--- src/rtl/wb_sel_ctrl.sv ---
// -----------------------------------------------------------------------------
// wb_sel_ctrl
//
// Purpose:
//   Sequences one register-file write-back. It latches the requested source into
//   the 7:1 write-back mux selector and holds it there. It then waits for that
//   source to report ready data and issues a single-cycle write strobe. A request
//   ends early with an error pulse if the source code is illegal or the wait
//   runs past TIMEOUT cycles.
//
// Parameters:
//   TIMEOUT   maximum cycles spent waiting for ready before err; 0 = no limit
//   CNT_W     wait counter width, 2**CNT_W must exceed TIMEOUT
//
// Ports:
//   clk        in   1  system clock, rising edge
//   reset      in   1  asynchronous active-low reset
//   start      in   1  request pulse, only looked at while idle
//   src        in   3  requested source 0..6 (7 is illegal)
//   src_ready  in   7  per-source data-ready flags
//   flush      in   1  abandon a pending request while waiting
//   seletor    out  3  registered write-back mux select
//   reg_write  out  1  register-file write enable pulse
//   busy       out  1  request in progress (waiting or writing)
//   done       out  1  completion pulse, same cycle as reg_write
//   err        out  1  illegal-source or timeout pulse
// -----------------------------------------------------------------------------
module wb_sel_ctrl #(
    parameter int TIMEOUT = 16,
    parameter int CNT_W   = 5
) (
    input  logic       clk,
    input  logic       reset,
    input  logic       start,
    input  logic [2:0] src,
    input  logic [6:0] src_ready,
    input  logic       flush,
    output logic [2:0] seletor,
    output logic       reg_write,
    output logic       busy,
    output logic       done,
    output logic       err
);

    typedef enum logic [1:0] {
        S_IDLE  = 2'd0,
        S_WAIT  = 2'd1,
        S_WRITE = 2'd2,
        S_ERR   = 2'd3
    } state_t;

    // Counter value in the last permitted wait cycle, and its saturation value.
    localparam logic [CNT_W-1:0] LP_LAST = CNT_W'((TIMEOUT == 0) ? 0 : TIMEOUT - 1);
    localparam logic [CNT_W-1:0] LP_MAX  = '1;

    state_t           r_state;
    state_t           w_next;
    logic [2:0]       r_sel;
    logic [CNT_W-1:0] r_cnt;
    logic             w_ready;
    logic             w_timeout;
    logic             w_accept;

    // r_sel can never hold 7, so this index always lands inside src_ready.
    assign w_ready   = src_ready[r_sel];
    assign w_timeout = (TIMEOUT != 0) && (r_cnt == LP_LAST);
    assign w_accept  = (r_state == S_IDLE) && start && (src != 3'd7);

    // State register
    always_ff @(posedge clk or negedge reset) begin
        if (!reset) begin
            r_state <= S_IDLE;
        end else begin
            r_state <= w_next;
        end
    end

    // Next-state logic. In WAIT, flush beats ready, and ready beats timeout.
    always_comb begin
        w_next = r_state;
        unique case (r_state)
            S_IDLE: begin
                if (start) begin
                    w_next = (src == 3'd7) ? S_ERR : S_WAIT;
                end
            end
            S_WAIT: begin
                if (flush) begin
                    w_next = S_IDLE;
                end else if (w_ready) begin
                    w_next = S_WRITE;
                end else if (w_timeout) begin
                    w_next = S_ERR;
                end
            end
            S_WRITE: w_next = S_IDLE;
            S_ERR:   w_next = S_IDLE;
            default: w_next = S_IDLE;
        endcase
    end

    // The selector loads only when a legal request is accepted, so it stays
    // frozen through WAIT and WRITE. The counter stops at all-ones instead of
    // wrapping; this only matters when the timeout is disabled.
    always_ff @(posedge clk or negedge reset) begin
        if (!reset) begin
            r_sel <= 3'd0;
            r_cnt <= '0;
        end else if (w_accept) begin
            r_sel <= src;
            r_cnt <= '0;
        end else if ((r_state == S_WAIT) && !flush && !w_ready && !w_timeout &&
                     (r_cnt != LP_MAX)) begin
            r_cnt <= r_cnt + CNT_W'(1);
        end
    end

    // Output decode (Moore)
    always_comb begin
        seletor   = r_sel;
        reg_write = 1'b0;
        busy      = 1'b0;
        done      = 1'b0;
        err       = 1'b0;
        unique case (r_state)
            S_WAIT: begin
                busy = 1'b1;
            end
            S_WRITE: begin
                busy      = 1'b1;
                reg_write = 1'b1;
                done      = 1'b1;
            end
            S_ERR: begin
                err = 1'b1;
            end
            default: begin
            end
        endcase
    end

endmodule

--- config.mk ---
export PLATFORM = sky130hd
export DESIGN_NAME = wb_sel_ctrl
export DESIGN_NICKNAME = d
export VERILOG_FILES = /design/src/rtl/wb_sel_ctrl.sv
export SDC_FILE = /design/constraint.sdc
export NUM_CORES = 1
export LEC_CHECK = 0
export ABC_AREA = 1
export BUFFER_PORTS_ARGS = -buffer_cell sky130_fd_sc_hd__clkbuf_2
export CORE_MARGIN = 2
export CORE_UTILIZATION = 50
export DETAILED_ROUTE_END_ITERATION = 6
export PLACE_DENSITY = 0.77
export SLEW_MARGIN = 20
export SYNTH_ARGS = -nofsm -noshare
export SYNTH_HDL_FRONTEND = slang
export SYNTH_SLANG_ARGS = --single-unit
--- constraint.sdc ---
create_clock -name clk -period 3.5 [get_ports clk]
set_clock_uncertainty 0.05 [all_clocks]
set_input_delay 0.175 -clock clk [delete_from_list [all_inputs] [get_ports clk]]
set_output_delay 0.175 -clock clk [all_outputs]
set_load 0.005 [all_outputs]
# Word-level counts from Yosys, hierarchy flattened
# Cells that the tools add are included.
[op_classes] add_sub_neg=1 mul=0 div=0 order_cmp=1 eq_ne=9 shift=0 muxes=13 bitwise_logic=0 n_reduce_logical=14
[op_table] op="$mux W2" count=5
[op_table] op="$mux W5" count=2
[op_table] op="$logic_and A1 B1 Y1" count=6
[op_table] op="$pmux W2 S3" count=1
[op_table] op="$add A5 B1 Y5 const B" count=1
[op_table] op="$eq A5 B4 Y1 const B" count=1
[op_table] op="$ne A5 B5 Y1 const B" count=1
[op_table] op="$eq A2 B2 Y1 const B" count=2
[op_table] op="$lt A3 B4 Y1 const B" count=1
[op_table] op="$mux W1" count=4
[op_table] op="$ne A4 B4 Y1 const B" count=1
[op_table] op="$reduce_or A2 Y1" count=2
[op_table] op="$bmux W1 S3" count=1
[op_table] op="$eq A3 B3 Y1 const B" count=1
[op_table] op="$logic_not A1 Y1" count=3
[op_table] op="$ne A3 B3 Y1 const B" count=1
[op_table] op="$eq A2 B1 Y1 const B" count=1
[op_table] op="$logic_not A2 Y1" count=1
[op_table] op="$ne A2 B2 Y1 const B" count=1
[op_table] op="$reduce_and A2 Y1" count=1
[op_table] op="$reduce_bool A2 Y1" count=1
[totals] register_bits=10 latchBits=0 ram_bits=0 mem_bits_ro=0 input_bits=14 output_inout_bits=7 elab_cells=41 mem_count=0

# Longest topological paths before layout
[logic_depth] ltp_word=8 ltp_mapped=9 depth_no_buf=9

# Least setup slack after synthesis
# No wires, ideal clock.
[synth_timing] path_kind="register to register" startpoint="register r_cnt[0]" endpoint="register r_cnt[0]" setup_ns=0.119 arrival_ns=1.403 t_required_ns=3.331 setup_slack_ns=1.928 path_stages_with_launch=9 path_buffers=0 period_less_slack_ns=1.572 path_cell_list="dfrtp_1 ha_1 nand2_1 nor2_1 ha_1 nor2_1 nand4_2 nand3_1 nand2_1"
[synth_between] elab_chain_cells=5 elab_cells_between_ends=9 cone_classes="1 x add/sub; 2 x eq/ne; 2 x mux; 4 x reduce/logical"
[synth_rtl] item="from (decl)" line="59" text="logic [CNT_W-1:0] r_cnt;"
[synth_rtl] item="from (signal assigned)" line="114" text="r_cnt <= r_cnt + CNT_W'(1);"
[synth_rtl] item="parallel branches: the longest is 5 deep, another holds $add A5 B1 Y5"
# Parallel ways; which one is timed is not known. The select of a mux whose other input is x is not followed.
# A chain may end at the register's enable or synchronous reset.

# Final worst setup path
# Ends and elaborated chain as after synthesis.

==> flow_summary.json <==
{
  "synth_top_area_cell": "dfrtp_1",
  "routedWlPerCell_um": 10.3,
  "n_antenna_cell": 0,
  "power_density_nw_per_um2": 677,
  "p_leak_nw": 0.538,
  "synth_area_um2": 767,
  "yosysWarnings": 0,
  "rsz0062_at_grt": "false",
  "grt_usage_pct": 17.6,
  "gr-total-overflow": 0,
  "fin_area_um2": 915,
  "cts_max_level": 1,
  "cp-start-kind": "register",
  "area.growth.synth_to_final_pct": 19.2,
  "coreArea_um2": 1470,
  "synth_top_family_by_area": "simple AND/OR/NAND/NOR gates",
  "reg2reg_depth": 8,
  "nets": 145,
  "muxShareOfSynthArea_pct": 0,
  "clk_pin_slew_worst_paths_ns": 0.07,
  "hold_path_end": "seletor[0]",
  "finalMaxSlewViolations": 0,
  "synth_compound_area_share_pct": 4.73,
  "ir_drop_v": 0.000414,
  "period_share_pct": 50.1,
  "power_frac_seq_pct": 32.4,
  "switchingPower_mw": 0.279,
  "die_area_um2": 1860,
  "utilization_pct": 62.2,
  "first_pass_iters": 4,
  "place_congestion": 0.793,
  "synthSimpleGateAreaFrac_pct": 35.6,
  "slowest_delay_ns": 0.41,
  "path_buf_inv": 0,
  "antenna_found_initial": 0,
  "timing.rr.start": "r_cnt[0]",
  "hold_path_depth": 3,
  "avgSynthCellArea_um2": 7.75,
  "start_util_pct": 52.1,
  "grt_max_degree": 17,
  "synthAdderAreaFrac_pct": 13.1,
  "cp_slowest_cell": "dfrtp_1",
  "async_reset_ff_share_pct": 100,
  "syn_nets": 121,
  "cts_made_buffers": 3,
  "max_cap_viol_count": 0,
  "cts_buffer_depth": 2,
  "hold_class": "in -> reg",
  "clock-sinks": 10,
  "setup_tns_ns": 0,
  "max_freq_ghz": 0.570,
  "drive_gt1_share_pct": 27.0,
  "reg2reg_to": "r_cnt[0]",
  "nFillCells": 127,
  "row_count": 14,
  "synthCells": 99,
  "hold_viol_final": 0,
  "yosys.cell_types.count": 19,
  "crit_type": "reg -> reg",
  "cp_max_fo": 5,
  "setup_viol": 0,
  "crit_arrival_ns": 1.86,
  "ys_seq_area_share_pct": 32.6,
  "cp.required_ns": 3.61,
  "worst_pin_slew_ns": 0.563,
  "via_count": 688,
  "ys.flop_type": "dfrtp_1",
  "ys_ff_latch": 10,
  "cts-root-buf": "clkbuf_4",
  "reg2reg_slack_ns": 1.75,
  "cts_tree": "done",
  "viasPerCell": 4.99,
  "grt_pass1_vias": 587,
  "place_area_um2": 868,
  "synth_edf_count": 0,
  "total_power_mw": 0.619,
  "end_kind": "register",
  "hold_start": "src[0]",
  "drt-initial-drc-count": 12,
  "numPortBuffers": 20,
  "relSlewSlack_pct": 62.4,
  "ios": 21,
  "detail-route-antenna-nets": 0,
  "p_clk_share_pct": 17.4,
  "synth.top_cells.by_area": "dfrtp_1 33%, ha_1 13%, nand2_1 10%",
  "yosysMostFrequentCell": "nand2_1",
  "routed_wl_mm": 1.42,
  "yosys.area.top_type_share_pct": 32.6,
  "combPwrFrac_pct": 50.2,
  "switching_share_pct": 45.0,
  "remaining_drc_errors": 0,
  "die_h_um": 43.2,
  "cp_top_family": "simple AND/OR/NAND/NOR gates",
  "status": "complete, no violations",
  "ff_latch_area_um2": 250,
  "insertion_delay_ns": 0.27,
  "grt_pass1_wl_mm": 2.43,
  "synthTopCellsByCount": "21 x nand2_1, 18 x inv_1, 14 x nand3_1",
  "synthXorXnorAreaFrac_pct": 2.28,
  "layout_min_cycle_time_ns": 1.75,
  "p_int_mw": 0.340,
  "die_w_um": 43.2,
  "multi_input_area_um2": 427,
  "crit_chain": "ha_1 > nand2_1 > nor2_1 > ha_1 > nor2_1 > nand4_2 > nand3_1 > nand2_1",
  "critical_path_depth": 8,
  "place_hpwl_mm": 1.15
}
==> layout make-up <==
class,count,share of cell area [%]
multi-input cells,68,46.6
well taps,16,2.19
clock buffers,4,3.97
inverters,19,7.80
flip-flops and latches,10,27.4
repair buffers,21,12.0
==> worst max path at each step <==
stage | from | to | slack (ns)
2_1_floorplan | r_cnt[0] | r_cnt[0] | 1.93
3_3_place_gp | r_cnt[0] | r_cnt[4] | 1.83
3_5_place_dp | r_cnt[0] | r_cnt[1] | 1.77
4_1_cts | r_cnt[0] | r_cnt[1] | 1.75
5_1_grt | r_cnt[0] | r_cnt[3] | 1.59
6_report | r_cnt[0] | r_cnt[0] | 1.75
==> sequential cells by signal, indices dropped and copies added (netlist names) <==
signal   cells
r_cnt        5
seletor      3
r_state      2
==> kinds of logic after synthesis <==
group                      count (synthesis)
AOI/OAI and AO/OA                          5
xor gates and xnor gates                   2
adders and majority gates                  8
buffers and inverters                     21
DFF                                       10
and+or+nand+nor                           53
==> metrics by stage <==
stage                     cells  hold WS (ns)  setup slack [ns]
after CTS                   138         0.116              1.75
after global routing        138         0.110              1.59
after floorplan              99        -0.171              1.93
after detailed placement    133       0.00661              1.77
after global placement      133       0.00307              1.83
final                       138         0.115              1.75
==> what timing repair did <==
| action | CTS | global route |
|---|---|---|
| setup buffers | 0 | 0 |
| resized for setup | 0 | 0 |
| endpoints found under the hold margin | 10 | 0 |
| hold buffers | 1 | 0 |
==> worst min-delay path, cell delays in order <==
cell and delay, ns:
clkbuf_2 0.09, nor2_1 0.09, a21oi_1 0.04
==> power by group through the flow <==
stage | clock network (mW) | logic [mW] | registers [mW]
2_1_floorplan | 0 | 0.241 | 0.197
3_3_place_gp | 0 | 0.305 | 0.201
3_5_place_dp | 0 | 0.313 | 0.204
4_1_cts | 0.110 | 0.316 | 0.201
5_1_grt | 0.118 | 0.358 | 0.208
6_report | 0.108 | 0.311 | 0.200
==> routing by layer <==
| layer | up-vias | routed length [µm] | GRT usage (%) |
|---|---|---|---|
| met1 | 305 | 641 | 22.1 |
| met5 | - | 0 | 0 |
| met4 | 0 | 34 | 10.9 |
| li1 | 359 | - | - |
| met2 | 19 | 662 | 26.9 |
| met3 | 5 | 78 | 4.26 |
==> layout by cell type (no fill, tap or decap) <==
cell / n
clkbuf_4: 3
nand4_2: 1
nand3_1: 14
a21oi_4: 1
nor2_1: 6
clkbuf_2: 20
o21ai_0: 1
xor2_1: 2
a21oi_1: 3
dfrtp_1: 10
nand4_1: 5
nand2_1: 21
nand2_2: 3
clkbuf_8: 1
inv_2: 1
nand3_2: 1
inv_1: 18
dlygate4sd3_1: 1
ha_1: 8
nor2_4: 1
nand3_4: 1
(Power assumes the default switching activity.)
